`src/rtl/sum_pkg.sv`:
```
// Shared definitions for the sum_N producer and the sum_collector consumer.
package sum_pkg;

  // Width of one accumulated result from sum_N.
  localparam int SUM_W = 5;

  // Capture handshake states.
  typedef enum logic [1:0] {
    IDLE     = 2'd0,
    ACK      = 2'd1,
    WAIT_LOW = 2'd2
  } cap_state_t;

endpackage

```
`src/rtl/sync_fifo.sv`:
```
// Single-clock FIFO. Pointers carry one extra wrap bit so full and empty
// are distinguishable without a separate occupancy counter. The head is
// shown combinationally and forced to zero while empty so the output is
// well defined out of reset.
module sync_fifo #(
  parameter int WIDTH = 5,
  parameter int DEPTH = 4
) (
  input  logic             clk,
  input  logic             reset,
  input  logic             push,
  input  logic             pop,
  input  logic [WIDTH-1:0] din,
  output logic [WIDTH-1:0] dout,
  output logic             empty,
  output logic             full
);

  localparam int ADDR_W = $clog2(DEPTH);

  logic [WIDTH-1:0] r_mem [DEPTH];
  logic [ADDR_W:0]  r_wr_ptr;
  logic [ADDR_W:0]  r_rd_ptr;
  logic             w_do_push;
  logic             w_do_pop;

  assign empty = (r_wr_ptr == r_rd_ptr);
  assign full  = (r_wr_ptr[ADDR_W] != r_rd_ptr[ADDR_W]) &&
                 (r_wr_ptr[ADDR_W-1:0] == r_rd_ptr[ADDR_W-1:0]);

  // Both checks use pre-edge occupancy: a same-edge pop never admits a push into a full FIFO.
  assign w_do_push = push && !full;
  assign w_do_pop  = pop && !empty;

  assign dout = empty ? '0 : r_mem[r_rd_ptr[ADDR_W-1:0]];

  // Pointer advance; reset empties the FIFO.
  always_ff @(posedge clk) begin
    if (reset) begin
      r_wr_ptr <= '0;
      r_rd_ptr <= '0;
    end else begin
      if (w_do_push) r_wr_ptr <= r_wr_ptr + 1'b1;
      if (w_do_pop)  r_rd_ptr <= r_rd_ptr + 1'b1;
    end
  end

  // Storage write; contents need no reset because empty masks the head.
  always_ff @(posedge clk) begin
    if (w_do_push) r_mem[r_wr_ptr[ADDR_W-1:0]] <= din;
  end

endmodule

```
`src/rtl/sum_collector.sv`:
```
// Consumer of the sum_N accumulator: captures each result over the
// valid/ack handshake, queues it for the next stage, and keeps a
// saturating running total plus a wrapping capture count.
//
// state    | meaning
// ---------+-----------------------------------------------------------
// IDLE     | waiting for sum_valid_in with room in the FIFO; captures here
// ACK      | sum_ack high for this single cycle
// WAIT_LOW | producer still holding valid; wait for it to drop
module sum_collector #(
  parameter int SUM_W   = sum_pkg::SUM_W,
  parameter int DEPTH   = 4,
  parameter int TOTAL_W = 8,
  parameter int CNT_W   = 8
) (
  input  logic               clk,
  input  logic               reset,
  input  logic [SUM_W-1:0]   sum_in,
  input  logic               sum_valid_in,
  output logic               sum_ack,
  output logic [SUM_W-1:0]   data_out,
  output logic               data_valid,
  input  logic               data_ready,
  output logic [TOTAL_W-1:0] total_out,
  output logic [CNT_W-1:0]   count_out
);

  import sum_pkg::*;

  cap_state_t         r_state;
  cap_state_t         w_state_next;
  logic               w_capture;
  logic               r_sum_ack;
  logic               w_fifo_full;
  logic               w_fifo_empty;
  logic               w_pop;
  logic [TOTAL_W-1:0] r_total;
  logic [TOTAL_W:0]   w_total_wide;
  logic [TOTAL_W-1:0] w_total_next;
  logic [CNT_W-1:0]   r_count;

  // Capture-state register.
  always_ff @(posedge clk) begin
    if (reset) r_state <= IDLE;
    else       r_state <= w_state_next;
  end

  // Next-state and capture decode; WAIT_LOW guarantees a held valid is taken only once.
  always_comb begin
    w_state_next = r_state;
    w_capture    = 1'b0;
    case (r_state)
      IDLE: begin
        if (sum_valid_in && !w_fifo_full) begin
          w_capture    = 1'b1;
          w_state_next = ACK;
        end
      end
      ACK: begin
        w_state_next = sum_valid_in ? WAIT_LOW : IDLE;
      end
      WAIT_LOW: begin
        if (!sum_valid_in) w_state_next = IDLE;
      end
      default: begin
        w_state_next = IDLE;
      end
    endcase
  end

  // Acknowledge registered from the capture edge so it is high exactly in the ACK cycle.
  always_ff @(posedge clk) begin
    if (reset) r_sum_ack <= 1'b0;
    else       r_sum_ack <= w_capture;
  end

  assign sum_ack = r_sum_ack;

  // Saturating add: one extra bit catches the carry, which clamps to all ones.
  assign w_total_wide = {1'b0, r_total} + {{(TOTAL_W + 1 - SUM_W){1'b0}}, sum_in};
  assign w_total_next = w_total_wide[TOTAL_W] ? {TOTAL_W{1'b1}} : w_total_wide[TOTAL_W-1:0];

  // Running total and capture count, both updated on the capture edge.
  always_ff @(posedge clk) begin
    if (reset) begin
      r_total <= '0;
      r_count <= '0;
    end else if (w_capture) begin
      r_total <= w_total_next;
      r_count <= r_count + 1'b1;
    end
  end

  assign total_out = r_total;
  assign count_out = r_count;

  assign w_pop      = data_ready && !w_fifo_empty;
  assign data_valid = !w_fifo_empty;

  sync_fifo #(
    .WIDTH (SUM_W),
    .DEPTH (DEPTH)
  ) u_fifo (
    .clk   (clk),
    .reset (reset),
    .push  (w_capture),
    .pop   (w_pop),
    .din   (sum_in),
    .dout  (data_out),
    .empty (w_fifo_empty),
    .full  (w_fifo_full)
  );

endmodule

```
`config.mk`:
```
export PLATFORM = sky130hd
export DESIGN_NAME = sum_collector
export DESIGN_NICKNAME = d
export VERILOG_FILES = /design/src/rtl/sum_pkg.sv /design/src/rtl/sync_fifo.sv /design/src/rtl/sum_collector.sv
export SDC_FILE = /design/constraint.sdc
export NUM_CORES = 1
export LEC_CHECK = 0
export BUFFER_PORTS_ARGS = -buffer_cell sky130_fd_sc_hd__buf_2
export CELL_PAD_IN_SITES_DETAIL_PLACEMENT = 0
export CELL_PAD_IN_SITES_GLOBAL_PLACEMENT = 1
export CORE_UTILIZATION = 48
export DETAILED_ROUTE_END_ITERATION = 6
export PLACE_DENSITY_LB_ADDON = 0.1
export SYNTH_ARGS = -nofsm -noshare
export SYNTH_HDL_FRONTEND = slang
export SYNTH_SLANG_ARGS = --single-unit
```
`constraint.sdc`:
```
create_clock -name clk -period 4.9 [get_ports clk]
set_clock_uncertainty 0.2 [all_clocks]
set_input_delay 0 -clock clk [delete_from_list [all_inputs] [get_ports clk]]
set_output_delay 0 -clock clk [all_outputs]
set_load 0.02 [all_outputs]
```
==> flow_summary.json <==
{
  "max_stage_delay_ns": 0.53,
  "max_freq_mhz": 395,
  "dr_total_vias": 1532,
  "start_util_pct": 51.7,
  "tns_ns": 0,
  "finalHoldViolCount": 0,
  "postCtsSetupBuffers": 0,
  "yosys.area_share.simple_pct": 12.3,
  "pwr-share-clk_pct": 24.6,
  "numCtsBuffers": 5,
  "ant_nets": 0,
  "worstPathRequired_ns": 4.85,
  "rsz0062_at_grt": "no",
  "yosys_warnings": 0,
  "die-area_mm2": 0.00471,
  "ir_worst_vdd_mv": 0.197,
  "hpwl_mm": 2.90,
  "async_flop_share_pct": 0,
  "tightestPinTransition_ns": 0.759,
  "area_delta_synth_final_pct": 16.9,
  "die_x_um": 68.6,
  "viasPerCell": 5.61,
  "synth_edf_count": 20,
  "syn_inst": 181,
  "io_buffers": 31,
  "synth.cell_area_mm2": 0.00213,
  "drc": 0,
  "num_rows": 23,
  "fin_util_pct": 60.5,
  "grt_pass1_wl_mm": 6.47,
  "core_area_mm2": 0.00412,
  "syn_nets": 202,
  "path_class": "primary input to flip-flop",
  "clkSinkCount": 47,
  "static-leakage-power_nw": 0.987,
  "p_comb_share_pct": 23.5,
  "synth_adder_area_share_pct": 7.40,
  "relSlewSlack_pct": 49.4,
  "drive_above_1_share_pct": 20.2,
  "antenna_found_initial": 0,
  "ys_ff_latch": 47,
  "place_congestion": 0.774,
  "crit_slowest_cell": "dlygate4sd3_1",
  "switchingPower_mw": 0.262,
  "min_period_ns": 2.53,
  "tritoncts": "built",
  "synth_compound_area_share_pct": 11.6,
  "synth_top_family_by_area": "simple AND/OR/NAND/NOR gates",
  "crit_path_end_kind": "flip-flop",
  "dpl_cell_area_mm2": 0.00232,
  "ys.flop_type": "dfxtp_1",
  "power_switching_share_pct": 29.6,
  "final_area_mm2": 0.00249,
  "slew_viol_final": 0,
  "cp_max_fo": 6,
  "ctsResizeCount": 0,
  "muxShareOfSynthArea_pct": 6.29,
  "ys_types": 41,
  "dr.pass1.iters": 4,
  "drv_cap": 0,
  "yosysSeqAreaShare_pct": 53.6,
  "setup_viol_count_final": 0,
  "post_synth.cell_area_avg_um2": 11.8,
  "dp_slack_ns": 2.46,
  "track_usage_pct": 19.4,
  "insertion_delay_ns": 0.29,
  "crit_chain": "dlygate4sd3_1, buf_2, ha_1, fa_1, a211oi_1, o31ai_1, a41oi_1, a311oi_1",
  "cts_root_buf": "clkbuf_8",
  "synth_xor_area_share_pct": 5.64,
  "critPathLaunchType": "primary input",
  "status": "completed",
  "grt_start_max_net_pins": 29,
  "grt.overflow.total": 0,
  "antennaDiodeCount": 0,
  "grt_pass1_vias": 1379,
  "p_seq_share_pct": 52.0,
  "clkSlewWorstSetupHoldPaths_ns": 0.08,
  "clock_path_buffers": 2,
  "wl_mm": 4.02,
  "power.density_mw_per_mm2": 356,
  "p_int_mw": 0.623,
  "worst_hold_slack_ns": 0.285,
  "hold_path.class": "primary input to flip-flop",
  "ios": 32,
  "die_h_um": 68.6,
  "htreeDepth": 2,
  "drt_iter0_drc": 70,
  "wire_per_inst_um": 14.7,
  "finalWorstSetupSlack_ns": 2.37,
  "timing.final.crit_share_pct": 51.7,
  "crit_arrival_ns": 2.48,
  "nNetsFinal": 243
}
cell usage after synthesis, types with 5 or more instances:
master / number / area [um2]
inv_1: 9 / 33.8
ha_1: 11 / 138
a211oi_1: 7 / 52.6
dfxtp_1: 27 / 541
xnor2_1: 7 / 61.3
nand2_1: 6 / 22.5
edfxtp_1: 20 / 601
nor2_1: 17 / 63.8
nand3_1: 5 / 25.0
mux4_2: 5 / 113
a21oi_1: 10 / 50.1
nor2b_1: 6 / 37.5
layout by cell type, fill, tap and decap left out, types with 4 or more instances in the layout:
cell           count
dfxtp_1           27
ha_1              11
mux4_2             5
nor2_1            17
a211oi_1           7
nor2b_1            6
xnor2_1            7
o31ai_1            4
dlygate4sd3_1      9
nand2_1            6
a21oi_1           10
inv_1              9
edfxtp_1          20
and2_1             4
nand3_1            5
clkbuf_8           5
buf_2             31
registers in the layout, indices dropped and copies added (netlist names), named ones only:
signal and cells:
u_fifo.r_mem 20, count_out 8, total_out 8, u_fifo.r_rd_ptr 3, u_fifo.r_wr_ptr 3, r_state 2, sum_ack 1
power groups by stage:
stage	clock (mW)	combinational, mW	sequential [mW]
after floorplan	0	0.149	0.468
after global placement	0	0.200	0.468
after detailed placement	0	0.206	0.470
after CTS	0.224	0.211	0.461
after global routing	0.242	0.231	0.465
final	0.218	0.208	0.460
worst paths after layout:
check	startpoint	to	slack, ns	cells past startpoint
hold reg to reg	count_out[1]$_SDFFE_PP0P_	count_out[1]$_SDFFE_PP0P_	0.30	2
hold / removal	sum_in[0]	u_fifo.r_mem[0][0]$_DFFE_PP_	0.29	2
setup / recovery	sum_in[0]	total_out[5]$_SDFFE_PP0P_	2.37	8
setup reg to reg	total_out[0]$_SDFFE_PP0P_	total_out[5]$_SDFFE_PP0P_	2.44	6
metrics by stage:
stage               power [mW]  instances
floorplan                0.617        181
global placement         0.667        256
detailed placement       0.676        256
CTS                      0.896        273
global route             0.938        273
finish                   0.886        273
cell type report:
| class | instances | area, um2 |
|---|---|---|
| clock buffers | 8 | 80.1 |
| fillers | 326 | 1630 |
| inverters | 9 | 33.8 |
| multi-input cells | 118 | 920 |
| flip-flops and latches | 47 | 1140 |
| well taps | 50 | 62.6 |
| repair buffers | 41 | 253 |
worst max-delay path: cells and delay by family:
family	cells	cell delay (ns)
AO/OA/AOI/OAI	4	1.17
buffers and inverters	2	0.68
adder cells (fa/ha/maj)	2	0.64
per-layer routing:
layer / vias to the layer above / routed length, um / global-route usage (%)
li1: 746 / - / -
met1: 732 / 1830 / 25.3
met2: 46 / 1930 / 30.4
met3: 8 / 177 / 4.77
met4: 0 / 82 / 8.85
met5: - / 0 / 0
repair_timing:
| action | 4_1_cts | 5_1_grt |
|---|---|---|
| setup endpoints to repair | 0 | 0 |
| hold endpoints to repair | 35 | 0 |
| hold buffers | 9 | 0 |
logic make-up (layout without fill, tap and decap cells):
family                   Yosys count  after routing
XOR/XNOR                          12             12
multiplexers                       7              7
AO/OA/AOI/OAI                     36             36
AND/OR/NAND/NOR                   51             51
flip-flops                        47             47
buffers and inverters             16             58
adder cells (fa/ha/maj)           12             12
Note: power is estimated with default switching activity, not from simulation.
